--- config.mk ---
export PLATFORM = sky130hd
export DESIGN_NAME = divisor_flat
export DESIGN_NICKNAME = d
export VERILOG_FILES = /design/src/rtl/divisor_if.sv /design/src/rtl/divisor.sv /design/src/flat_wrapper.sv
export SDC_FILE = /design/constraint.sdc
export NUM_CORES = 1
export LEC_CHECK = 0
export ABC_AREA = 1
export ABC_CLOCK_PERIOD_IN_PS = 2300
export CAP_MARGIN = 40
export CORE_MARGIN = 8
export CORE_UTILIZATION = 54
export DETAILED_ROUTE_END_ITERATION = 7
export HOLD_SLACK_MARGIN = 0.06
export PLACE_DENSITY = 0.79
export SYNTH_ARGS = -nofsm -noshare
export SYNTH_HDL_FRONTEND = slang
export SYNTH_SLANG_ARGS = --single-unit
--- constraint.sdc ---
create_clock -name Clk -period 2.3 [get_ports Clk]
set_input_delay 0.46 -clock Clk [delete_from_list [all_inputs] [get_ports Clk]]
set_output_delay 0.46 -clock Clk [all_outputs]
set_load 0.01 [all_outputs]
--- src/rtl/divisor_if.sv ---
// Divider handshake and data bundle.
// Start/finish handshake: the master raises St with the operands. St is
// accepted only on a rising edge where Idle is high, and the operands are
// latched on that edge. Done pulses high for one cycle when Quociente, Resto
// and V are valid. St seen while Idle is low is dropped, not queued.
interface divisor_if #(
    parameter int N = 16
);
    logic             St;
    logic [2*N-1:0]   Dividendo;
    logic [N-1:0]     Divisor;
    logic             Done;
    logic             Idle;
    logic [N-1:0]     Quociente;
    logic [N-1:0]     Resto;
    logic             V;

    modport master (
        output St, Dividendo, Divisor,
        input  Done, Idle, Quociente, Resto, V
    );

    modport slave (
        input  St, Dividendo, Divisor,
        output Done, Idle, Quociente, Resto, V
    );
endinterface

--- src/rtl/divisor.sv ---
// Sequential restoring divider: 2N-bit dividend / N-bit divisor.
// It produces one quotient bit per cycle. A quotient that would not fit in
// N bits, or a zero divisor, is caught in one CHECK cycle and reported
// through V.
module divisor #(
    parameter int N = 16
) (
    input  logic       Clk,
    input  logic       Rst_n,
    divisor_if.slave   bus,
    output logic [1:0] o_dbg_state
);
    localparam int CW = $clog2(N);

    typedef enum logic [1:0] {
        S_IDLE  = 2'd0,
        S_CHECK = 2'd1,
        S_ITER  = 2'd2,
        S_DONE  = 2'd3
    } state_t;

    state_t          r_state;
    // A is held in N bits: between iterations it is always below D, so its
    // top bit is zero. The only N+1-bit value is the shifted A below.
    logic [N-1:0]    r_a;
    logic [N-1:0]    r_q;
    logic [N-1:0]    r_d;
    logic [CW-1:0]   r_cnt;
    logic [N-1:0]    r_quo;
    logic [N-1:0]    r_rem;
    logic            r_v;
    logic            r_done;
    logic            r_idle;

    logic [N:0]      w_shift;
    logic            w_ge;
    logic [N-1:0]    w_a_next;
    logic [N-1:0]    w_q_next;

    // One restoring step: shift {A,Q} left, then subtract D when it fits.
    // The difference is below D, so N-bit modular subtraction gives it exactly.
    always_comb begin
        w_shift  = {r_a, r_q[N-1]};
        w_ge     = (w_shift >= {1'b0, r_d});
        w_a_next = w_ge ? (w_shift[N-1:0] - r_d) : w_shift[N-1:0];
        w_q_next = {r_q[N-2:0], w_ge};
    end

    // Control FSM, datapath and registered outputs.
    always_ff @(posedge Clk or negedge Rst_n) begin
        if (!Rst_n) begin
            r_state <= S_IDLE;
            r_a     <= '0;
            r_q     <= '0;
            r_d     <= '0;
            r_cnt   <= '0;
            r_quo   <= '0;
            r_rem   <= '0;
            r_v     <= 1'b0;
            r_done  <= 1'b0;
            r_idle  <= 1'b1;
        end else begin
            case (r_state)
                S_IDLE: begin
                    r_done <= 1'b0;
                    if (bus.St) begin
                        r_d     <= bus.Divisor;
                        r_a     <= bus.Dividendo[2*N-1:N];
                        r_q     <= bus.Dividendo[N-1:0];
                        r_cnt   <= '0;
                        r_idle  <= 1'b0;
                        r_state <= S_CHECK;
                    end
                end
                S_CHECK: begin
                    // A high half >= D means the quotient needs more than N
                    // bits. D = 0 always lands here as well.
                    if (r_a >= r_d) begin
                        r_quo   <= '0;
                        r_rem   <= '0;
                        r_v     <= 1'b1;
                        r_done  <= 1'b1;
                        r_state <= S_DONE;
                    end else begin
                        r_state <= S_ITER;
                    end
                end
                S_ITER: begin
                    r_a   <= w_a_next;
                    r_q   <= w_q_next;
                    r_cnt <= r_cnt + 1'b1;
                    if (r_cnt == CW'(N - 1)) begin
                        r_quo   <= w_q_next;
                        r_rem   <= w_a_next;
                        r_v     <= 1'b0;
                        r_done  <= 1'b1;
                        r_state <= S_DONE;
                    end
                end
                S_DONE: begin
                    r_done  <= 1'b0;
                    r_idle  <= 1'b1;
                    r_state <= S_IDLE;
                end
                default: begin
                    r_done  <= 1'b0;
                    r_idle  <= 1'b1;
                    r_state <= S_IDLE;
                end
            endcase
        end
    end

    assign bus.Done      = r_done;
    assign bus.Idle      = r_idle;
    assign bus.Quociente = r_quo;
    assign bus.Resto     = r_rem;
    assign bus.V         = r_v;
    assign o_dbg_state   = r_state;
endmodule

--- src/flat_wrapper.sv ---
// flat-port wrapper written by rule: the top's interface ports become plain ports
module divisor_flat 
#(
    parameter int N = 16
)
  (Clk, Rst_n, o_dbg_state, bus_St, bus_Dividendo, bus_Divisor, bus_Done, bus_Idle, bus_Quociente, bus_Resto, bus_V);
  divisor_if #(.N(N)) bus_i ();
  input  logic Clk;
  input  logic Rst_n;
  output logic [1:0] o_dbg_state;
  input wire logic [$bits(bus_i.St)-1:0] bus_St;
  input wire logic [$bits(bus_i.Dividendo)-1:0] bus_Dividendo;
  input wire logic [$bits(bus_i.Divisor)-1:0] bus_Divisor;
  output wire logic [$bits(bus_i.Done)-1:0] bus_Done;
  output wire logic [$bits(bus_i.Idle)-1:0] bus_Idle;
  output wire logic [$bits(bus_i.Quociente)-1:0] bus_Quociente;
  output wire logic [$bits(bus_i.Resto)-1:0] bus_Resto;
  output wire logic [$bits(bus_i.V)-1:0] bus_V;
  assign bus_i.St = bus_St;
  assign bus_i.Dividendo = bus_Dividendo;
  assign bus_i.Divisor = bus_Divisor;
  assign bus_Done = bus_i.Done;
  assign bus_Idle = bus_i.Idle;
  assign bus_Quociente = bus_i.Quociente;
  assign bus_Resto = bus_i.Resto;
  assign bus_V = bus_i.V;
  divisor #(.N(N)) u_core (.Clk(Clk), .Rst_n(Rst_n), .bus(bus_i), .o_dbg_state(o_dbg_state));
endmodule
==> results of run 1 <==
## cells by family (layout without fill, tap and decap cells)
| group | after synthesis | in the layout | synth area share [%] |
|---|---|---|---|
| buffers and inverters | 112 | 202 | 8.09 |
| AO/OA/AOI/OAI | 118 | 118 | 11.7 |
| flip-flops | 89 | 89 | 40.8 |
| XOR/XNOR | 7 | 7 | 1.12 |
| AND/OR/NAND/NOR | 374 | 375 | 29.4 |
| adder cells (fa/ha/maj) | 38 | 38 | 8.85 |
## critical path, cell delays in order, from the launching register on
cell and delay [ns]:
dfrtp_1 0.44, ha_1 0.31, a21oi_1 0.22, nand2_1 0.13, a21oi_4 0.19, nand4_1 0.18, nand3_2 0.12, buf_12 0.23
inv_1 0.10, nand2_1 0.07, nand2_1 0.05
## state kept, by name (all words and copies together), names as in the netlist
name                  cells
u_core.bus.Resto         16
u_core.r_a               16
u_core.bus.Quociente     16
u_core.bus.Idle           1
u_core.bus.Done           1
u_core.r_cnt              4
u_core.r_d               16
u_core.bus.V              1
u_core.r_q               16
u_core.o_dbg_state        2
## final cells by class
type	count	area, µm²	share of cell area [%]
timing repair buffer	99	998	14.6
inverter	87	327	4.76
multi-input combinational	538	2890	42.1
clock inverter	7	126	1.84
clock buffer	9	124	1.81
sequential	89	2230	32.5
tap	133	166	2.43
## timing repair
action,in CTS,in global routing
resized for setup,0,14
endpoints found under the setup margin,0,48
setup buffers,0,3
hold endpoints to repair,22,0
hold buffers,1,0
## through the flow
step	worst slack [ns]	TNS, ns	total power, W	cell area, µm²	hold slack, ns
after floorplan	0.467	0	0.00789	5460	0.164
after global placement	0.146	0	0.00990	6470	0.405
after detailed placement	0.0934	0	0.0101	6470	0.412
after CTS	0.0688	0	0.0115	6740	0.500
after global routing	-0.0280	-0.0280	0.0130	6860	0.513
final	0.121	0	0.0119	6860	0.499
## power breakdown
part | leakage, nW | internal, W | switching (W) | total (W)
Clock | 0.127 | 0.000738 | 0.000632 | 0.00137
Combinational | 2.09 | 0.00293 | 0.00478 | 0.00771
Sequential | 1.10 | 0.00227 | 0.000506 | 0.00278
Total | 3.31 | 0.00595 | 0.00592 | 0.0119
## routing by layer
metal | up-vias | global-route usage (%) | wire length [µm]
li1 | 2545 | - | -
met1 | 2471 | 30.2 | 6830
met2 | 155 | 37.8 | 7290
met3 | 18 | 4.96 | 955
met4 | 0 | 7.34 | 243
met5 | - | 0 | 0
## how the worst max path moves through the flow
stage	startpoint	end	slack, ns	cells past startpoint
final	u_core.r_a[11]	u_core.bus.Resto[15]	0.12	10
after global routing	u_core.r_q[15]	u_core.bus.Resto[14]	-0.03	16
after CTS	u_core.r_a[15]	u_core.bus.Resto[13]	0.07	10
after detailed placement	u_core.r_a[15]	u_core.bus.Resto[13]	0.09	10
after global placement	bus_St	u_core.r_cnt[3]	0.15	8
after floorplan	u_core.r_q[15]	u_core.bus.Resto[14]	0.47	16
## placed cells by master, fill, tap and decap left out, drive strengths merged, types with 9 or more instances in the layout
cell,instances
inv,89
a21oi,50
clkdlybuf4s50,86
nand3,44
nand2,246
a31oi,9
nor2,59
nand3b,12
clkbuf,9
o21ai,49
dfrtp,88
buf,12
ha,37
==> flow_metrics.tcl, run 1 <==
set metrics [dict create \
    r2r_start "u_core.r_a[11]" \
    crit_type "reg2reg" \
    dieArea_um2 13600 \
    routabilityCongestion 0.937 \
    avgViaCountPerCell 5.39 \
    route.detailed.drc 0 \
    fin_util_pct 70.1 \
    ir_worst_vdd_mv 0.863 \
    rrSetupSlack_ns 0.12 \
    cap_viol_max_count 0 \
    grt_usage_pct 23.2 \
    ant_nets 0 \
    grt_max_degree 54 \
    worstPathMaxFanout 53 \
    grt_pass1_wl_mm 24.8 \
    diodes 0 \
    cts_root_buf "clkbuf_8" \
    skew_ns 0.00948 \
    slew_violations 0 \
    synth_edf_count 0 \
    ys_async_sr_fraction_pct 100 \
    synth_cell_types 40 \
    fp.dieH_um 117 \
    synth_top_area_share_pct 40.3 \
    status "complete, no violations" \
    reg2reg_to "u_core.bus.Resto[15]" \
    ys_seq_elements 89 \
    p_leak_nw 3.31 \
    finalCriticalPeriod_ns 2.18 \
    h-tree-depth 3 \
    startpoint_type "flip-flop" \
    cts_made_buffers 9 \
    ys_warn_count 0 \
    holdCritStartpoint "u_core.bus.Quociente[7]" \
    io_buffers 87 \
    syn_nets 827 \
    required_ns 2.56 \
    die_w_um 117 \
    ioPinCount 88 \
    synth.area.top_cells "dfrtp_1 (40%), nand2_1 (17%), ha_1 (8.5%)" \
    gr-total-overflow 0 \
    fin_cells 962 \
    cts_tree "built" \
    synth_area_leader_cell "dfrtp_1" \
    drive_gt1_share_pct 7.72 \
    clk_pin_slew_ns 0.10 \
    cp-end-kind "flip-flop" \
    hpwl_mm 11.5 \
    row_count 36 \
    dp_cells 941 \
    first_pass_iters 5 \
    hold_viol 0 \
    synthCells 738 \
    holdPathStages 2 \
    grt_pass1_vias 5082 \
    clock_path_buffers 2 \
    synth_top_cells_by_count "nand2_1 (242), dfrtp_1 (88), inv_1 (78)" \
    ys_seq_area_share_pct 40.8 \
    hp-class "reg2reg" \
    fin_crit_sh_pct 94.7 \
    nFillCells 826 \
    fin_nets 913 \
    syn_avg_cell_area_um2 7.40 \
    setup_violations 0 \
    insertion_delay_ns 0.37 \
    crit_arrival_ns 2.44 \
    syn_area_um2 5460 \
    wire_per_inst_um 15.9 \
    vias 5189 \
    synth_top_flop_cell "dfrtp_1" \
    post-synth-top-count-cell "nand2_1" \
    reg2reg_depth 10 \
    start_util_pct 55.8 \
    core-area_um2 9770 \
    area_growth_pct 25.6 \
    drt_wl_total_mm 15.3 \
    clock_sinks 89 \
    antenna_found_initial 0 \
    max_freq_mhz 459 \
    holdPathEnd "u_core.bus.Quociente[7]" \
    drt-initial-drc-count 321 \
    powerDensity_nw_per_um2 1730 \
    worst_pin_slew_ns 0.570 \
    slew_headroom_pct 61.6 \
]
No activity file was read; power rests on OpenSTA's default activity.
==> inputs of run 2 (changes only) <==
--- a/config.mk
+++ b/config.mk
@@ -5,12 +5,13 @@
 export SDC_FILE = /design/constraint.sdc
 export NUM_CORES = 1
 export LEC_CHECK = 0
-export ABC_AREA = 1
+export ABC_AREA = 0
 export ABC_CLOCK_PERIOD_IN_PS = 2300
 export CAP_MARGIN = 40
 export CORE_MARGIN = 8
-export CORE_UTILIZATION = 54
+export CORE_UTILIZATION = 53
 export DETAILED_ROUTE_END_ITERATION = 7
+export GPL_ROUTABILITY_DRIVEN = 0
 export HOLD_SLACK_MARGIN = 0.06
 export PLACE_DENSITY = 0.79
 export SYNTH_ARGS = -nofsm -noshare
==> constraint.sdc (replaced) <==
create_clock -name Clk -period 2.3 [get_ports Clk]
set_input_delay 0.46 -clock Clk [delete_from_list [all_inputs] [get_ports Clk]]
set_output_delay 0.46 -clock Clk [all_outputs]
set_load 0.05 [all_outputs]
==> flow_metrics.tcl, run 2 <==
set metrics [dict create \
    status "finished with violations" \
    violations "setup timing" \
    cap_viol_max_count 0 \
    slowest_delay_ns 0.41 \
    required_ns 2.56 \
    holdPathStages 1 \
    reg2reg_to "u_core.r_a[14]" \
    grt_pass1_wl_mm 26.6 \
    insertion_delay_ns 0.38 \
    max_freq_mhz 362 \
    fp.dieH_um 114 \
    diodes 0 \
    worstPathMaxFanout 2 \
    synth_top_flop_cell "dfrtp_1" \
    ys_async_sr_fraction_pct 100 \
    grt_usage_pct 25.9 \
    start_util_pct 54.6 \
    gr-total-overflow 0 \
    synth_cell_types 57 \
    worst_pin_slew_ns 0.594 \
    fin_nets 745 \
    dp_cells 747 \
    syn_nets 580 \
    hold_viol 0 \
    reg2reg_depth 11 \
    first_pass_iters 7 \
    finalCriticalPeriod_ns 2.76 \
    ioPinCount 88 \
    grt_pass1_vias 5047 \
    crit_type "reg2reg" \
    synth.area.top_cells "dfrtp_1 (44%), ha_1 (9.2%), mux2i_1 (5.0%)" \
    crit_arrival_ns 3.02 \
    post-synth-top-count-cell "dfrtp_1" \
    h-tree-depth 3 \
    crit_chain "inv_2, ha_4, inv_2, fa_2, a211oi_4, o21ai_2, a211oi_2, o31ai_2, a31oi_1, xor2_1, a211oi_2" \
    fin_crit_sh_pct 120 \
    wire_per_inst_um 24.5 \
    core-area_um2 9240 \
    synth_mux_area_share_pct 9.05 \
    final_common_cell "clkdlybuf4s50_1" \
    ant_nets 0 \
    synth_area_leader_cell "dfrtp_1" \
    cts_root_buf "clkbuf_8" \
    synth_top_cells_by_count "dfrtp_1 (88), ha_1 (37), a21oi_1 (35)" \
    syn_area_um2 5050 \
    antenna_found_initial 1 \
    drt_wl_total_mm 19.3 \
    hpwl_mm 10.4 \
    startpoint_type "flip-flop" \
    synth_edf_count 0 \
    clk_pin_slew_ns 0.10 \
    cts_tree "built" \
    yosys.area_share.simple_pct 9.34 \
    setup_violations 51 \
    fin_cells 790 \
    slowest_stage "dfrtp_1" \
    drt-initial-drc-count 629 \
    slew_headroom_pct 60.3 \
    holdCritStartpoint "u_core.r_d[9]" \
    r2r_start "u_core.r_q[15]" \
    io_buffers 87 \
    cp-end-kind "flip-flop" \
    hp-class "reg2reg" \
    whs_ns 0.510 \
    synth_top_area_share_pct 43.6 \
    synth_xor_area_share_pct 1.56 \
    rrSetupSlack_ns -0.46 \
    area_growth_pct 51.4 \
    cts_made_buffers 9 \
    die_w_um 114 \
    grt_max_degree 41 \
    vias 5151 \
    nFillCells 471 \
    ys_warn_count 0 \
    ys_seq_area_share_pct 44.1 \
    ys_seq_elements 89 \
    synth_compound_gate_area_share_pct 22.5 \
    row_count 35 \
    rsz0062_at_grt "yes" \
    synthCells 491 \
    holdPathEnd "u_core.r_d[9]" \
    slew_violations 0 \
    route.detailed.drc 0 \
    avgViaCountPerCell 6.52 \
    dieArea_um2 12900 \
    layout_common_cells "clkdlybuf4s50_1 (86), dfrtp_1 (84), buf_4 (72)" \
    drive_gt1_share_pct 32.7 \
    synth_fa_ha_area_share_pct 9.57 \
    skew_ns 0.0218 \
    setup_slack_ns -0.460 \
    clock_path_buffers 2 \
    syn_avg_cell_area_um2 10.3 \
    pre_cts_ws_ns -0.257 \
    clock_sinks 89 \
    synth_top_family_by_area "compound AO/OA/AOI/OAI gates" \
]
==> run 2: worst max path at each step <==
| stage | depth (start not counted) | end | startpoint | slack [ns] |
|---|---|---|---|---|
| after detailed placement | 11 | u_core.bus.Quociente[1] | u_core.r_d[4] | -0.26 |
| after CTS | 11 | u_core.bus.Quociente[14] | u_core.r_d[0] | -0.16 |
| after floorplan | 9 | u_core.r_a[11] | u_core.r_a[1] | 0.03 |
| after global routing | 11 | u_core.r_a[14] | u_core.r_q[15] | -0.55 |
| final | 11 | u_core.r_a[14] | u_core.r_q[15] | -0.46 |
| after global placement | 9 | u_core.r_a[3] | u_core.r_a[5] | -0.17 |
==> run 2: critical path: cells and delay by family, from the launching register on <==
kind	cells	cell delay [ns]
compound gates	6	1.23
flops	1	0.41
xor+xnor	1	0.34
fa+ha+maj	2	0.53
buf+inv	2	0.13
==> run 2: kinds of logic after synthesis <==
logic type      Yosys count
flops                    89
buf+inv                  48
mux                      43
xor+xnor                  9
simple gates             96
fa+ha+maj                38
compound gates          168
==> run 2: through the flow <==
step	TNS [ns]	cell area, µm²	utilization [%]
floorplan	0	5060	-
global placement	-6.93	6550	70.9
finish	-13.05	7650	82.7
detailed placement	-10.14	6550	70.9
CTS	-5.43	7310	79.1
global route	-15.70	7650	82.7
==> run 2: metal layers <==
metal	up-vias	wire length, µm	track usage, %
met3	130	1800	5.34
met5	-	13	0
met1	2473	7250	32.7
met4	2	1100	11.1
li1	2149	-	-
met2	397	9190	42.1
==> run 2: what timing repair did <==
action	CTS	global route
pin swaps	14	30
buffers inserted	18	6
hold buffers	1	0
endpoints found under the hold margin	27	0
endpoints found under the setup margin	51	51
cloned	3	1
resized for setup	68	45
==> run 2: cell type report <==
type	instances	area, µm²	share of cell area (%)
clock buffers	10	128	1.67
clock inverters	6	100	1.31
repair buffers	178	1730	22.6
well taps	129	161	2.11
multi-input cells	354	3210	42.0
flip-flops and latches	89	2230	29.2
inverters	24	90.1	1.18
Power of run 2 is left out: the tool's default activity adds up to more than one toggle a clock period on the data nets, which glitch-free logic cannot reach.
